## src/rtl/rk_pkg.sv

```systemverilog
// Shared types and frame layout for the RK solver host interface.
// Frame word offsets are derived from the stage count S so every block agrees on the layout.
package rk_pkg;

    typedef enum logic [1:0] {
        LOAD     = 2'd0,
        RUN      = 2'd1,
        SEND_Y   = 2'd2,
        SEND_CNT = 2'd3
    } rk_state_e;

    typedef enum logic [2:0] {
        F_A, F_B, F_C, F_K, F_X0, F_Y0, F_H0
    } rk_field_e;

    localparam int RK_S = 3;

    function automatic int frame_len(input int s);
        return s * s + 3 * s + 3;
    endfunction

    function automatic int field_ofs(input rk_field_e f, input int s);
        case (f)
            F_A:     return 0;
            F_B:     return s * s;
            F_C:     return s * s + s;
            F_K:     return s * s + 2 * s;
            F_X0:    return s * s + 3 * s;
            F_Y0:    return s * s + 3 * s + 1;
            F_H0:    return s * s + 3 * s + 2;
            default: return 0;
        endcase
    endfunction

    localparam int OFS_A  = field_ofs(F_A,  RK_S);
    localparam int OFS_B  = field_ofs(F_B,  RK_S);
    localparam int OFS_C  = field_ofs(F_C,  RK_S);
    localparam int OFS_K  = field_ofs(F_K,  RK_S);
    localparam int OFS_X0 = field_ofs(F_X0, RK_S);
    localparam int OFS_Y0 = field_ofs(F_Y0, RK_S);
    localparam int OFS_H0 = field_ofs(F_H0, RK_S);

endpackage

```

## src/rtl/rk_cfg_bank.sv

```systemverilog
// Coefficient / initial-value register file, one word written per enabled cycle at index idx.
// Write lands on the next edge; no backpressure, indices past the frame are ignored.
module rk_cfg_bank
    import rk_pkg::*;
#(
    parameter int WIDTH = 32,
    parameter int S     = 3,
    parameter int IW    = 5
) (
    input  logic                    clk,
    input  logic                    rstn,
    input  logic                    we,
    input  logic [IW-1:0]           idx,
    input  logic [WIDTH-1:0]        data,
    output logic signed [WIDTH-1:0] o_a [S*S],
    output logic signed [WIDTH-1:0] o_b [S],
    output logic signed [WIDTH-1:0] o_c [S],
    output logic signed [WIDTH-1:0] o_k [S],
    output logic signed [WIDTH-1:0] o_x0,
    output logic signed [WIDTH-1:0] o_y0,
    output logic signed [WIDTH-1:0] o_h0
);
    localparam int L  = frame_len(S);
    localparam int OB = field_ofs(F_B, S);
    localparam int OC = field_ofs(F_C, S);
    localparam int OK = field_ofs(F_K, S);

    logic [WIDTH-1:0] regs [L];

    always_ff @(posedge clk or negedge rstn) begin
        if (!rstn) begin
            for (int i = 0; i < L; i++) regs[i] <= '0;
        end else if (we && (idx < IW'(L))) begin
            regs[idx] <= data;
        end
    end

    for (genvar i = 0; i < S * S; i++) begin : g_a
        assign o_a[i] = regs[i];
    end
    for (genvar i = 0; i < S; i++) begin : g_bck
        assign o_b[i] = regs[OB + i];
        assign o_c[i] = regs[OC + i];
        assign o_k[i] = regs[OK + i];
    end

    assign o_x0 = regs[field_ofs(F_X0, S)];
    assign o_y0 = regs[field_ofs(F_Y0, S)];
    assign o_h0 = regs[field_ofs(F_H0, S)];

endmodule

```

## src/rtl/rk_host_if.sv

```systemverilog
// Host-side loader for an RK solver: streams in a coefficient frame, runs the solver, streams back y and cycle count.
// Optional RK_HOST_CKSUM_EN appends an XOR checksum word; results held stable under m_ready backpressure.
module rk_host_if
    import rk_pkg::*;
#(
    parameter int WIDTH = 32,
    parameter int S     = 3
) (
    input  logic                    clk,
    input  logic                    rstn,
    input  logic                    s_valid,
    output logic                    s_ready,
    input  logic [WIDTH-1:0]        s_data,
    output logic                    m_valid,
    input  logic                    m_ready,
    output logic [WIDTH-1:0]        m_data,
    output logic signed [WIDTH-1:0] o_a [S*S],
    output logic signed [WIDTH-1:0] o_b [S],
    output logic signed [WIDTH-1:0] o_c [S],
    output logic signed [WIDTH-1:0] o_k [S],
    output logic signed [WIDTH-1:0] o_x0,
    output logic signed [WIDTH-1:0] o_y0,
    output logic signed [WIDTH-1:0] o_h0,
    output logic                    o_solver_rstn,
    input  logic                    i_finish_flag,
    input  logic signed [WIDTH-1:0] i_y,
    output logic                    o_busy,
    output logic                    o_cksum_err
);
    localparam int L = frame_len(S);
`ifdef RK_HOST_CKSUM_EN
    localparam int FL = L + 1;
`else
    localparam int FL = L;
`endif
    localparam int WCW = $clog2(FL + 1);
    localparam logic [WCW-1:0] LAST  = WCW'(FL - 1);
    localparam logic [WCW-1:0] LDATA = WCW'(L);

    rk_state_e        state, state_nxt;
    logic [WCW-1:0]   wcnt;
    logic [WIDTH-1:0] rcnt, ry, rc;
    logic             init_done;
    logic             take, last_word, cksum_ok;

    // s_ready stays low until the first edge after reset release
    assign s_ready       = (state == LOAD) && init_done;
    assign take          = s_valid && s_ready;
    assign last_word     = take && (wcnt == LAST);
    assign o_solver_rstn = (state != LOAD);
    assign o_busy        = (state != LOAD);
    assign m_valid       = (state == SEND_Y) || (state == SEND_CNT);

`ifdef RK_HOST_CKSUM_EN
    logic [WIDTH-1:0] xacc;
    logic             cksum_err_q;

    assign cksum_ok    = (s_data == xacc);
    assign o_cksum_err = cksum_err_q;

    always_ff @(posedge clk or negedge rstn) begin
        if (!rstn) begin
            xacc        <= '0;
            cksum_err_q <= 1'b0;
        end else begin
            if (take) xacc <= last_word ? '0 : (xacc ^ s_data);
            cksum_err_q <= last_word && !cksum_ok;
        end
    end
`else
    assign cksum_ok    = 1'b1;
    assign o_cksum_err = 1'b0;
`endif

    always_comb begin
        state_nxt = state;
        m_data    = '0;
        case (state)
            LOAD:     if (last_word && cksum_ok) state_nxt = RUN;
            RUN:      if (i_finish_flag) state_nxt = SEND_Y;
            SEND_Y: begin
                m_data = ry;
                if (m_ready) state_nxt = SEND_CNT;
            end
            SEND_CNT: begin
                m_data = rc;
                if (m_ready) state_nxt = LOAD;
            end
            default:  state_nxt = LOAD;
        endcase
    end

    always_ff @(posedge clk or negedge rstn) begin
        if (!rstn) begin
            state     <= LOAD;
            init_done <= 1'b0;
            wcnt      <= '0;
            rcnt      <= '0;
            ry        <= '0;
            rc        <= '0;
        end else begin
            state     <= state_nxt;
            init_done <= 1'b1;
            if (state != LOAD || last_word) wcnt <= '0;
            else if (take)                  wcnt <= wcnt + 1'b1;
            // rcnt rests at zero outside RUN, so RUN entry always starts from 0
            if (state != RUN)    rcnt <= '0;
            else if (rcnt != '1) rcnt <= rcnt + 1'b1;
            if (state == RUN && i_finish_flag) begin
                ry <= i_y;
                rc <= rcnt;
            end
        end
    end

    rk_cfg_bank #(.WIDTH(WIDTH), .S(S), .IW(WCW)) u_bank (
        .clk  (clk),
        .rstn (rstn),
        .we   (take && (wcnt != LDATA)),
        .idx  (wcnt),
        .data (s_data),
        .o_a  (o_a),
        .o_b  (o_b),
        .o_c  (o_c),
        .o_k  (o_k),
        .o_x0 (o_x0),
        .o_y0 (o_y0),
        .o_h0 (o_h0)
    );

endmodule
```

## config.mk

```make
export PLATFORM = sky130hd
export DESIGN_NAME = rk_host_if
export DESIGN_NICKNAME = d
export VERILOG_FILES = /design/src/rtl/rk_pkg.sv /design/src/rtl/rk_cfg_bank.sv /design/src/rtl/rk_host_if.sv
export SDC_FILE = /design/constraint.sdc
export NUM_CORES = 1
export LEC_CHECK = 0
export CORE_AREA = 2 2 303 305
export CTS_BUF_LIST = sky130_fd_sc_hd__clkbuf_4 sky130_fd_sc_hd__clkbuf_8
export DETAILED_ROUTE_END_ITERATION = 8
export DIE_AREA = 0 0 305 307
export REMOVE_ABC_BUFFERS = 1
export SETUP_SLACK_MARGIN = 0.15
export SLEW_MARGIN = 20
export SYNTH_ARGS = -nofsm -noshare
export SYNTH_HDL_FRONTEND = slang
export SYNTH_HIERARCHICAL = 1
export SYNTH_SLANG_ARGS = --single-unit
```

## constraint.sdc

```tcl
create_clock -name clk -period 2.45 [get_ports clk]
set_clock_uncertainty 0.15 [all_clocks]
set_input_delay 0.49 -clock clk [delete_from_list [all_inputs] [get_ports clk]]
set_output_delay 0.49 -clock clk [all_outputs]
set_load 0.005 [all_outputs]
```

==> results.md <==
- 1st-iter DRT viols: 982
- 1st-pass router iterations: 5
- Final setup fails: 704
- Worst Hold End: ry[4]$_DFFE_PN0P_
- Area after DPL: 0.0405 mm2
- Global-route wire length before repair: 169 mm
- GRT overflow: 0
- Failing checks: negative setup slack
- Antenna violations before repair: 4
- Antenna Violating Nets Remaining: 0
- Hold Startpoint: i_y[4]
- Layout area overhead: 52.1%
- Worst path cell trace: inv_2 > buf_6 > ha_4 > buf_12 > buf_16 > buf_6 > buf_6 > a22o_1 > buf_2
- Initial Util: 33.2%
- Vias in the first global route: 22800
- CTS tree: built
- Worst setup SP type: flop
- Sequential share of the synthesized area: 64.5%
- Cell Area, Synth: 0.0301 mm2
- Worst Path Required: 1.81 ns
- Crit path from: state[0]$_DFFE_PN0P_
- Leakage: 0.0217 uW
- Cell with the most instances after synthesis: dfrtp_1
- Status: complete, but fails checks
- Final min period: 2.99 ns
- Most used DFF post-synth: dfrtp_1
- Placement Rows: 111
- Vias per cell: 4.99
- Die Y: 307 um
- H-tree levels: 4
- Design Area, Final: 0.0458 mm2
- Ys async rst share: 100%
- Crit-path max FO: 4
- Setup Crit Path Kind: flop to output pin
- Total Power: 31300 uW
- Share of layout cells above drive strength 1: 41.8%
- Peak VDD IR: 438 uV
- Fin nets: 2991
- Slew Limit Headroom: 25.2%
- DR vias: 21000
- Synth cell types: 50
- Area leader, netlist: dfrtp_1
- FMAX: 0.335 GHz
- Area share of the leading cell type in the synthesized netlist: 64.5%
- Num Clock Sinks: 776
- Slowest-stage cell, CP: dfrtp_1
- Dpl hpwl: 78.4 mm
- Remaining DRCs: 0
- Max-cap violations: 0
- Slew Viols, Final: 0
- Cts bufs inserted: 139
- Overall routing resource usage: 25.0%
- Die W: 305 um
- Number of synthesized flops with an enable pin: 0
- Type of the most critical hold path: input pin to flop
- Worst-skew pair later-pin latency: 0.81 ns
- Wire per inst: 29.4 um
- Clk buf depth: 3
- Slowest stage delay, CP: 0.38 ns
- Most used cell, CP: buf_6
- Cell depth of the worst flop-to-flop path: 14
- Syn_area_per_cell: 15.6 um2
- Reg2reg start: state[0]$_DFFE_PN0P_
- DIE AREA: 0.0936 mm2
- Crit. End Element: output pin
- Synth area leaders: dfrtp_1, mux2_2, mux2_1
- Reg2reg setup slack: -0.34 ns
- Root buffer cell: clkbuf_8
- Cell count after synthesis: 1928
- Warnings from Yosys: 6
- Worst slew pin tran: 1.12 ns
- Unrepaired setup endpoints after global routing: true
- Routed WL: 124 mm
- Core ar.: 0.0907 mm2
- Final Hold Viols: 0
- Largest net degree at the start of global routing: 96
- GP Congestion: 0.820
- Worst EP arrival: 2.35 ns
- PwrDens: 684 mW/mm2
- Clock transition at the registers of the reported paths: 0.06 ns
- Fin crit share: 122%
- Synth cell count leaders: dfrtp_1, mux2_2, clkbuf_1
- Seq cells post-synth: 776
- IO Count: 778
- Port Buf Inserts: 776
- Final WS setup: -0.535 ns
- Hold path cells: 2
- Worst r2r dst: u_bank/o_c[61]$_DFFE_PN0P_
==> worst max path at each step <==
stage                     slack [ns]                    endpoint
after floorplan                -1.14   u_bank/o_b[0]$_DFFE_PN0P_
after global placement         -0.47  u_bank/o_c[35]$_DFFE_PN0P_
after detailed placement       -0.47  u_bank/o_c[51]$_DFFE_PN0P_
after CTS                      -0.64                  m_data[13]
after global routing           -0.65                  m_data[13]
final                          -0.54                  m_data[13]
==> sequential cells by signal, summed over array words and instances, names as in the netlist <==
signal	cells
u_bank/o_x0	32
u_bank/o_b	96
init_done	1
u_bank/o_a	288
rc	32
u_bank/o_h0	32
ry	32
u_bank/o_k	96
rcnt	32
state	2
u_bank/o_c	96
wcnt	5
u_bank/o_y0	32
==> cells in the final DEF (no fill, tap or decap), drive strengths merged, types with 12 or more instances in the layout <==
master	synthesis	final
o21ai	13	13
dfrtp	776	776
mux2	733	733
nor2	24	24
a21oi	12	12
buf	69	226
a22o	32	32
clkbuf	89	246
clkdlybuf4s50	0	739
inv	10	18
nand2	36	36
==> critical path, delay by kind of cell (launching register included) <==
family	cells	cell delay, ns
AOI/OAI and AO/OA	1	0.21
adders and majority gates	1	0.17
buffers and inverters	7	0.78
DFF	1	0.38
==> where the power goes <==
part / switching [uW] / internal (uW)
registers: 404 / 13600
logic: 2160 / 2610
clock network: 5530 / 7090
==> layer usage <==
metal / global-route usage (%) / up-vias / routed length (um)
met1: 29.2 / 11200 / 49300
met4: 10.1 / 0 / 4040
li1: - / 8804 / -
met3: 8.70 / 195 / 8730
met2: 42.1 / 731 / 61600
met5: 0 / - / 0
==> metrics by stage <==
stage	cells	worst slack, ns	hold WS [ns]	TNS [ns]	util [%]
after floorplan	1770	-1.14	0.0444	-359.74	-
after global placement	3874	-0.470	0.291	-200.68	44.6
after detailed placement	3874	-0.466	0.288	-215.19	44.6
after CTS	4161	-0.642	0.0647	-143.62	49.2
after global routing	4200	-0.647	0.0953	-198.26	50.5
final	4200	-0.535	0.153	-147.31	50.5
==> cell type report <==
cell class              count  area, um2
multi-input cells         984      10900
repair buffers           1003      11100
diodes                      4       10.0
flip-flops and latches    776      19400
clock inverters            22        254
fillers                  7703      44900
inverters                  10       41.3
well taps                1186       1480
clock buffers             215       2630
==> logic make-up (layout without fill, tap and decap cells) <==
logic type	Yosys count	after routing	share of synthesized area, %
AOI/OAI and AO/OA	83	83	2.04
xor gates and xnor gates	12	12	0.349
adders and majority gates	8	8	0.332
buffers and inverters	168	1250	2.49
DFF	776	776	64.5
muxes	736	736	27.5
other	2	6	0.0249
and+or+nand+nor	143	143	2.79
==> what timing repair did <==
action                                  in CTS  in global routing
gates resized for setup                    219                183
hold buffers                                 3                  0
gates cloned                                19                 19
pin swaps                                   10                 11
setup buffers                               28                 16
endpoints found under the hold margin      363                  0
endpoints found under the setup margin    1383               1392
Note: power is estimated with default switching activity, not from simulation.
==> edit, RTL diff (config.mk and constraints unchanged) <==
The 4 states of `rk_state_e` get a Gray code encoding in 2 bits.
--- a/src/rtl/rk_pkg.sv
+++ b/src/rtl/rk_pkg.sv
@@ -3,10 +3,10 @@
 package rk_pkg;
 
     typedef enum logic [1:0] {
-        LOAD     = 2'd0,
-        RUN      = 2'd1,
-        SEND_Y   = 2'd2,
-        SEND_CNT = 2'd3
+        LOAD     = 2'b00,
+        RUN      = 2'b01,
+        SEND_Y   = 2'b11,
+        SEND_CNT = 2'b10
     } rk_state_e;
 
     typedef enum logic [2:0] {
Formal check against the unedited RTL: same outputs for any inputs over 4 cycles, from zero or initial values and one cycle with rstn low; so few cycles prove little.
==> edit against the original RTL <==
The flow still finishes with violations (setup timing); routed wire length up 7.3%; sequential cell count did not move; cell area rose by 1.6%; synthesized area increased by 0.89%; total power rose by 0.40%; worst setup slack improved by 0.19 ns; final cell count increased by 1.3%; critical endpoint is now u_bank/o_b[45]$_DFFE_PN0P_; largest power group unchanged.
==> edit: results (changes against the original RTL) <==
Post-synthesis adder-cell area fraction - 0.001647 (-0.001676)
PortBufs - 776 (unchanged)
GP Congestion - 0.8792 (+7.3%)
Synth warn - 6 (unchanged)
Worst path slowest cell - dfrtp_2
Crit-path leading delay family - buffers and inverters
Final net count - 3036 (+1.5%)
First-pass GRT wire length - 180.0 mm (+6.8%)
Synth Area in XOR/XNOR - 0.003459 (-0.00003075)
Hpwl dp - 84.28 mm (+7.5%)
CP Data Arrival Time - 3.31 ns (+0.96 ns)
Clock slew seen by the registers of the worst setup and hold paths - 0.06 ns (about the same)
CP max stage delay - 0.44 ns (+0.06 ns)
H-Tree Depth - 4 (unchanged)
Final WS setup - -0.3447 ns (+0.1906 ns)
Max layer used - met4
GRT Util Overall - 0.2697 (+0.01935)
Crit-path max FO - 12 (+8)
Clock Root Buffer - clkbuf_8
Placed inst area - 40600 sq um (+0.37%)
Largest net degree at the start of global routing - 95 (-1.0%)
Vias in the first global route - 23336 (+2.5%)
P_leak - 22.04 nW (+1.5%)
DR iter-0 viols - 1348 (+37%)
Ys async rst share - 1.000 (unchanged)
Synth unique cells - 53 (+6.0%)
Multiplexer share of the synthesized area - 0.2825 (+0.007458)
Layout cell share with drive strength beyond 1 - 0.4157 (-0.002225)
Synth Area in Compound Gates - 0.01186 (-0.008497)
Worst VDD drop - 0.5103 mV (+16%)
Max clock buf depth - 3 (unchanged)
Worst slack at placement - -0.6934 ns (-0.2279 ns)
Slew HR - 0.4270 (+0.1745)
Met1 Wirelength - 51.46 mm (+4.5%)
Synth top area cells - dfrtp_1, mux2_2, mux2_1, mux2i_1, clkbuf_1
Drt wl/cell - 31.17 microns (+5.9%)
Met3 WL - 11.00 mm (+26%)
1st-pass router iterations - 5 (unchanged)
Met2 routed WL - 64.14 mm (+4.1%)
Fillers - 7549 (-2.0%)
Number of flip-flops under the largest register name - 288 (unchanged)
Vias/cell - 5.092 (+2.0%)
Synth cell count leaders - dfrtp_1, mux2_2, clkbuf_1
Skew-Pair Late Insertion Delay - 0.81 ns (about the same)
Grt met2 use - 0.4501 (+0.02861)
CTS buffer count - 138 (-0.72%)
GR Util met1 - 0.3145 (+0.02240)
Post-synthesis sequential area ratio - 0.6390 (-0.005681)
GRT met3 Usage - 0.09476 (+0.007719)
Status - finished with violations
Violated checks - setup timing
Initial antenna violation count - 4 (unchanged)
Setup-failing EPs final - 728 (+3.4%)
Worst min path class - in2reg
Finished Core Util - 0.5130 (+0.007850)
edit: area by class of cell:
cell class              instances  area share
inverters                       8   0.0006454
clock buffers                 214     0.05685
multi-input cells            1014      0.2405
repair buffers               1025      0.2464
clock inverters                30    0.006158
well taps                    1186     0.03189
flip-flops and latches        776      0.4174
diodes                          3   0.0001614
edit: what timing repair did:
item	4_1_cts	5_1_grt
resized for setup	272	221
buffers inserted	50	7
endpoints found under the setup margin	1385	1397
endpoints found under the hold margin	564	0
cloned	26	18
pin swaps	3	2
hold buffers	3	0
edit: through the flow:
stage          instances  power [W]  TNS, ns  hold WS [ns]
6_report            4256    0.03148  -156.70        0.1178
5_1_grt             4256    0.03272  -196.74       0.06849
4_1_cts             4229    0.03165  -134.51       0.03215
3_5_place_dp        3906    0.01817  -391.04        0.2710
3_3_place_gp        3906    0.01808  -407.32        0.2730
2_1_floorplan       1798    0.01559  -993.91       0.04441
edit: path summary, 6_finish.rpt:
check / from / end / slack [ns] / depth (start not counted)
max: state[0]$_DFFE_PN0P_ / u_bank/o_b[45]$_DFFE_PN0P_ / -0.34 / 12
min: m_ready / state[1]$_DFFE_PN0P_ / 0.12 / 2
max reg2reg: state[0]$_DFFE_PN0P_ / u_bank/o_b[45]$_DFFE_PN0P_ / -0.34 / 12
min reg2reg: rc[7]$_DFFE_PN0P_ / rc[7]$_DFFE_PN0P_ / 0.34 / 2
max in group asynchronous: rstn / rcnt[20]$_DFFE_PN0P_ / 0.35 / 4
min in group asynchronous: rstn / rcnt[30]$_DFFE_PN0P_ / 0.58 / 3
edit: report_power, final:
group	total, W	internal [W]	switching, W
clock network	0.0128	0.00721	0.00563
registers	0.0138	0.0135	0.000367
logic	0.00479	0.00262	0.00216
total	0.0315	0.0233	0.00816
